--- config.mk ---
export PLATFORM = sky130hd
export DESIGN_NAME = weapon_bank
export DESIGN_NICKNAME = d
export VERILOG_FILES = /design/src/rtl/weapon_bank.sv
export SDC_FILE = /design/constraint.sdc
export NUM_CORES = 1
export LEC_CHECK = 0
export ABC_AREA = 1
export CAP_MARGIN = 20
export CORE_MARGIN = 2
export CORE_UTILIZATION = 40
export CTS_CLUSTER_SIZE = 25
export DETAILED_ROUTE_END_ITERATION = 8
export HOLD_SLACK_MARGIN = 0.12
export PLACE_DENSITY = 0.71
export SKIP_LAST_GASP = 1
export SLEW_MARGIN = 10
export SYNTH_ARGS = -nofsm -noshare
export SYNTH_HDL_FRONTEND = slang
export SYNTH_SLANG_ARGS = --single-unit
export TNS_END_PERCENT = 20
--- constraint.sdc ---
create_clock -name clk -period 4.8 [get_ports clk]
set_clock_uncertainty 0.2 [all_clocks]
set_input_delay 0.96 -clock clk [delete_from_list [all_inputs] [get_ports clk]]
set_output_delay 0.96 -clock clk [all_outputs]
set_load 0.005 [all_outputs]
--- src/rtl/weapon_bank.sv ---
// weapon_bank: N_CH independent weapon channels sharing one ammo capacity register.
// Each channel has a READY/COOL/RELOAD FSM, an ammo count and a cooldown counter.
module weapon_bank #(
    parameter int N_CH        = 4,
    parameter int W           = 9,
    parameter int COOLDOWN    = 3,
    parameter int RELOAD_STEP = 8
) (
    input  logic              clk,
    input  logic              rst,
    input  logic [3:0]        mode_selector,
    input  logic [N_CH-1:0]   fire,
    input  logic [N_CH-1:0]   reload,
    input  logic [W-1:0]      fire_rate,
    input  logic              cap_load,
    input  logic [W-1:0]      cap_in,
    output logic [N_CH*W-1:0] ammo,
    output logic [N_CH-1:0]   fired,
    output logic [N_CH-1:0]   error,
    output logic [N_CH-1:0]   busy,
    output logic [N_CH-1:0]   empty
);
    typedef enum logic [1:0] {READY, COOL, RELOAD} state_t;
    logic [W-1:0] cap;
    logic         attack;
    assign attack = mode_selector == 4'b0010;
    always_ff @(posedge clk) begin
        if (!rst) cap <= '1;
        else if (cap_load) cap <= cap_in;
    end
    for (genvar i = 0; i < N_CH; i++) begin : g_ch
        state_t       st, st_n;
        logic [W-1:0] am, am_n, a, sat;
        logic [W:0]   sum;
        logic [3:0]   cnt, cnt_n;
        logic         fd, fd_n, er, er_n;
        // a is the ammo seen through the current cap, so a freshly lowered cap clamps on the next edge
        always_comb begin
            a     = am > cap ? cap : am;
            sum   = {1'b0, a} + (W+1)'(RELOAD_STEP);
            sat   = sum > {1'b0, cap} ? cap : sum[W-1:0];
            st_n  = st;
            am_n  = a;
            cnt_n = cnt;
            fd_n  = 1'b0;
            er_n  = 1'b0;
            case (st)
                READY: begin
                    if (reload[i]) begin
                        st_n = RELOAD;
                        am_n = sat;
                    end else if (fire[i]) begin
                        if (attack && fire_rate != '0 && a >= fire_rate) begin
                            am_n = a - fire_rate;
                            fd_n = 1'b1;
                            if (COOLDOWN != 0) begin
                                st_n  = COOL;
                                cnt_n = 4'(COOLDOWN - 1);
                            end
                        end else begin
                            er_n = 1'b1;
                        end
                    end
                end
                COOL: begin
                    if (reload[i]) begin
                        st_n = RELOAD;
                        am_n = sat;
                    end else if (cnt == 4'd0) begin
                        st_n = READY;
                    end else begin
                        cnt_n = cnt - 4'd1;
                    end
                end
                default: begin
                    if (reload[i]) begin
                        am_n = sat;
                        st_n = sat == cap ? READY : RELOAD;
                    end else begin
                        st_n = READY;
                    end
                end
            endcase
        end
        always_ff @(posedge clk) begin
            if (!rst) begin
                st  <= READY;
                am  <= '0;
                cnt <= '0;
                fd  <= 1'b0;
                er  <= 1'b0;
            end else begin
                st  <= st_n;
                am  <= am_n;
                cnt <= cnt_n;
                fd  <= fd_n;
                er  <= er_n;
            end
        end
        assign ammo[i*W +: W] = am;
        assign fired[i]       = fd;
        assign error[i]       = er;
        assign busy[i]        = st != READY;
        assign empty[i]       = am == '0;
    end
endmodule

Yosys cells after proc, flatten, opt, wreduce, memory -nomap -nowiden
Cells that the tools add are included.
{"block": "classes", "addsub": 12, "div": 0, "shifts": 0, "n_reduce_logical": 38, "multipliers": 0, "n_lt_le_gt_ge": 12, "mux": 92, "eq_ne": 41, "bitwise": 9}
{"cell": "$mux 9", "count": 28}
{"cell": "$mux 4", "count": 20}
{"cell": "$mux 2", "count": 28}
{"cell": "$add 9x4->10 const B", "count": 4}
{"cell": "$gt 10x9->1", "count": 4}
{"cell": "$ne 2x2->1 const B", "count": 20}
{"cell": "$eq 9x9->1", "count": 4}
{"cell": "$ge 9x9->1", "count": 4}
{"cell": "$gt 9x9->1", "count": 4}
{"cell": "$logic_not 9->1", "count": 4}
{"cell": "$ne 3x3->1 const B", "count": 12}
{"cell": "$sub 9x9->9", "count": 4}
{"cell": "$pmux 4 s2", "count": 4}
{"cell": "$reduce_and 6->1", "count": 4}
{"cell": "$logic_not 4->1", "count": 4}
{"cell": "$pmux 2 s2", "count": 4}
{"cell": "$reduce_bool 2->1", "count": 8}
{"cell": "$reduce_or 4->1", "count": 4}
{"cell": "$sub 4x1->4 const B", "count": 4}
{"cell": "$reduce_and 3->1", "count": 4}
{"cell": "$not 1->1", "count": 9}
{"cell": "$reduce_bool 9->1", "count": 1}
{"cell": "$eq 2x1->1 const B", "count": 4}
{"cell": "$logic_not 2->1", "count": 4}
{"cell": "other kinds (3)", "count": 14}
{"block": "word_totals", "register_bits": 77, "memories": 0, "mem_bits_rw": 0, "latch_bits": 0, "elab_cells": 225, "mem_bits_ro": 0, "output_inout_bits": 52}

Logic depth before layout (Yosys ltp)
{"block": "depth", "word_depth": 9, "mapped_depth": 39, "mapped_depth_nobuf": 35}

Worst setup path after synthesis
No wires, ideal clock.
{"block": "synth_timing", "path_type": "reg2reg", "start": "register cap[3]", "end": "register g_ch[3].st[1]", "required_time_ns": 4.474, "setup_ns": 0.126, "arrival_time_ns": 4.168, "synth_period_minus_slack_ns": 4.494, "path_stages_with_launch": 36, "setup_slack_ns": 0.306, "path_cell_list": "dfxtp_1 -> buf_2 -> clkinv_1 -> ha_1 -> nand2_1 -> nor2_1 -> nand3b_1 -> nand3_2 -> nand2_4 -> buf_12 -> nand2_1 -> o21ai_4 -> inv_1 -> ha_1 -> nand3_2 -> nand2_1 -> inv_1 -> ha_1 -> nand2_1 -> nor2_1 -> o21ai_0 -> inv_1 -> o21ai_0 -> nand2_1 -> nand2_1 -> nand2_1 -> nand2_1 -> buf_2 -> nand3_1 -> nand2_1 -> a21oi_2 -> nand2_1 -> nor2_1 -> nand2_1 -> nand2_1 -> nor2_2"}
{"block": "synth_between", "elab_chain_cells": 9, "elab_cells_between_ends": 13}
{"item": "from (decl)", "line": "24", "rtl": "logic [W-1:0] cap;"}
{"item": "from (signal assigned)", "line": "29", "rtl": "else if (cap_load) cap <= cap_in;"}
{"item": "$gt 9x9->1", "line": "39", "rtl": "a = am > cap ? cap : am;"}
{"item": "$mux 9", "line": "39"}
{"item": "$add 9x4->10", "line": "40", "rtl": "sum = {1'b0, a} + (W+1)'(RELOAD_STEP);"}
{"item": "$gt 10x9->1", "line": "41", "rtl": "sat = sum > {1'b0, cap} ? cap : sum[W-1:0];"}
{"item": "$mux 9", "line": "41"}
{"item": "$eq 9x9->1", "line": "78", "rtl": "st_n = sat == cap ? READY : RELOAD;"}
{"item": "$mux 2", "line": "78"}
{"item": "$mux 2", "line": "76", "rtl": "if (reload[i]) begin"}
{"item": "$pmux 2 s2", "line": "47", "rtl": "case (st)"}
{"item": "to (signal assigned)", "line": "93", "rtl": "st <= st_n;"}
{"item": "to (decl)", "line": "32", "rtl": "state_t st, st_n;"}
Several ways; a longest one is shown, not always the timed one.
A chain may end at the register's enable or synchronous reset.

Worst setup path in the final report
{"block": "layout_timing", "start": "register cap[2]", "end": "register g_ch[2].st[1]"}
{"block": "layout_between", "elab_chain_cells": 9, "elab_cells_between_ends": 13}
{"item": "$gt 9x9->1", "line": "39"}
{"item": "$mux 9", "line": "39"}
{"item": "$add 9x4->10", "line": "40"}
{"item": "$gt 10x9->1", "line": "41"}
{"item": "$mux 9", "line": "41"}
{"item": "$eq 9x9->1", "line": "78"}
{"item": "$mux 2", "line": "78"}
{"item": "$mux 2", "line": "76"}
{"item": "$pmux 2 s2", "line": "47"}
{"item": "to (signal assigned)", "line": "93"}
{"item": "to (decl)", "line": "32"}
Several ways; a longest one is shown, not always the timed one.

==> impl_summary.md <==
Run status
The run finished with clean final reports.

Worst setup path
Among the stages of the critical path, the cell type that occurs most often is nand2_1. Among all stages on the critical path, the largest delay is contributed by dfxtp_1. The critical path launch point type is a register. The worst setup path is captured at a register. The top fanout value on the critical path is 11.

The type of the worst setup path is reg -> reg. At the worst endpoint, the arrival time is 4620 ps. The largest stage delay on the critical path is 380 ps. The worst path required time is 4830 ps.

Logic synthesis
Counting flops and latches in the post-synthesis netlist gives 77. Counting every net in the synthesized netlist gives 1602. The post-synthesis instance area is 9190 µm². By area the synthesized netlist is led by dfxtp_1, ha_1, nand2_1, inv_1, o21ai_0. The area fraction of the dominant cell type after synthesis is 0.168. The average instance area after synthesis is 6.36 µm². Counting distinct cell types in the post-synthesis netlist gives 54. Counting every instance in the synthesized netlist gives 1445.

The cell taking the most area after synthesis is dfxtp_1. During synthesis, Yosys emitted a total of 0 warnings. The share of the Yosys chip area taken by registers is 0.168.

Flow run
The reported max-cap violation count is 0.

Routing
The antenna violation net count after detailed routing is 0. The via density per instance is 5.61. Dividing the detail-routed wire length by the instance count gives 17.2 µm. The number of detailed-route iterations in the first pass is 8. The final route contains 10400 vias. The detailed router finished its first iteration with 1156 violations. For this run, design rule violations remaining after detail routing come to 0.

The routed wire length is 32000 µm.

Placed design
The count of port buffers added during placement is 84. The global placement routability congestion is 0.960. The HPWL after detailed placement is 24200 µm. Summing all placed instances gives a cell area of 10500 µm². The number of placed instances, taps included is 1814.

CTS
TritonCTS built the clock tree. For this design, the CTS-stage hold fixing added 0 buffers. Counting every sink on the clock net gives 77. After clock tree synthesis, the clock-pin slew on the worst setup and hold paths is 70 ps. The clock tree synthesis step divided the H-tree into 3 levels. The number of buffers added by the clock tree synthesis step is 9. The cell sitting at the root of the clock tree is a clkbuf_16.

The clock insertion delay at the later pin of the skew report is 350 ps. The maximum buffer depth of the clock tree is 2.

STA
Dividing the final minimum period by the clock period gives 0.957. The final number of setup-violating endpoints is 0. For the finished layout, the period the worst path requires is 4590 ps.

The final worst hold slack is 264 ps. The final-report max-slew violation count is 0. The remaining max-slew budget at the tightest pin is 0.395.

For the pin with the worst max-slew slack, the measured transition is 898 ps. The final number of hold-violating endpoints came to 0. Static timing analysis puts the maximum clock frequency at 218 MHz.

Setup repair after global routing could not meet its margin everywhere.

Cells and area
The number of filler instances in the final layout is 2306. In the final layout, the multi-input gates occupy 6740 µm². In the layout the commonest cells are nand2_1, inv_1, o21ai_0. Leaving out fill and tap cells, the most frequent cell in the layout is nand2_1. The filler-free cell count of the finished design is 1853. Across the whole layout, storage elements account for 1540 µm². The finished cells cover 11100 µm². The area growth from synthesis to layout is 21.0%.

The fraction of final layout cells sized beyond drive strength 1 is 0.121. The final net count is 1719.

Die
The full die area is 24200 µm². The initial standard-cell utilization of the core is 0.407. Measured along the y axis, the die boundary spans 156 µm. The die outline width is 156 µm. 85 I/O pins were placed.

The area of the core is 22600 µm². The number of standard-cell rows in the floorplan is 55.

Global route
The maximum number of pins on one net before global-route repair is 39. The sum of overflow across all layers after global routing is 0. The global-route wire length before repair is 50000 µm.

The number of global-route vias before repair is 9556. The initial antenna violation count was 0. The total track usage is 0.261.

Power
Across the VDD grid, the largest voltage drop is 0.190 mV. The total design power is 2.95 mW. The static leakage is 5.55 nW. The power per cell area is 265 nW/µm².

Worst hold path
The path class of the tightest hold or removal check is reg -> reg.
cell usage after synthesis, drive strengths merged:
cell    instances
ha            120
o21ai         163
a311oi          2
o31ai           2
nor2          113
xor2           19
nand3         108
nand4          62
nand3b          7
a21oi         101
a22oi           2
xnor2          13
fa              4
buf            31
clkinv          4
a221oi          1
dfxtp          77
o21a            2
a21boi          1
or2             2
nor3           18
a211oi          5
nor4            4
clkbuf         24
a21o            7
a31oi           5
inv           188
o211ai          2
o22ai           2
a31o            1
nand2         354
o311ai          1
worst paths after layout:
path	start	to	slack [ps]	depth (start not counted)
setup / recovery	cap[2]$_SDFFE_PN1P_	g_ch[2].st[1]$_SDFFE_PN0P_	210	37
hold / removal	g_ch[2].cnt[0]$_SDFFE_PN0P_	g_ch[2].cnt[0]$_SDFFE_PN0P_	260	2
setup reg to reg	cap[2]$_SDFFE_PN1P_	g_ch[2].st[1]$_SDFFE_PN0P_	210	37
hold reg to reg	g_ch[2].cnt[0]$_SDFFE_PN0P_	g_ch[2].cnt[0]$_SDFFE_PN0P_	260	2
final cells by class:
| cell class | instances | share of cell area |
|---|---|---|
| Multi-Input combinational cell | 1124 | 0.606 |
| Sequential cell | 77 | 0.139 |
| Timing Repair Buffer | 156 | 0.129 |
| Inverter | 192 | 0.0664 |
| Tap cell | 285 | 0.0321 |
| Clock buffer | 10 | 0.0206 |
| Clock inverter | 6 | 0.00574 |
| Timing Repair inverter | 2 | 0.00135 |
| Antenna cell | 1 | 0.000225 |
through the flow:
stage                util  worst slack, ps  TNS [ps]
floorplan               -              306         0
global placement    0.464              145         0
detailed placement  0.464             74.2         0
CTS                 0.477             22.3         0
global route        0.492            -55.8      -378
finish              0.493              208         0
worst max-delay path: cells and delay by family, from the launching register on:
family / cells / cell delay, ps
simple gates: 24 / 1930
buf+inv: 7 / 850
fa+ha+maj: 3 / 820
flops: 1 / 380
compound gates: 3 / 290
where the power goes:
group | internal [mW] | switching (mW)
clock network | 0.403 | 0.307
logic | 0.591 | 0.900
registers | 0.686 | 0.0586
total | 1.68 | 1.27
flip-flops by register name (all words and copies together) (netlist names):
register  flops
g_ch.er       4
g_ch.fd       4
cap           9
g_ch.cnt     16
g_ch.am      36
g_ch.st       8
cells by family after synthesis:
kind of cell | after synthesis | share of synthesized area
AOI/OAI and AO/OA | 297 | 0.180
xor gates and xnor gates | 32 | 0.0305
buffers and inverters | 247 | 0.115
adders and majority gates | 124 | 0.172
DFF | 77 | 0.168
and+or+nand+nor | 668 | 0.335
what timing repair did:
item                       in CTS  in global routing
resized for setup               0                 43
buffers inserted                0                 17
setup endpoints to repair       0                 47
routing by layer:
layer,part of all wire,wire (µm),global-route usage,up-vias
met3,0.097,3110,0.0589,88
met2,0.45,14500,0.428,531
met1,0.41,13200,0.336,4699
met5,0,0,0,-
li1,-,-,-,5084
met4,0.038,1210,0.0970,0
Note: power is estimated with default switching activity, not from simulation.
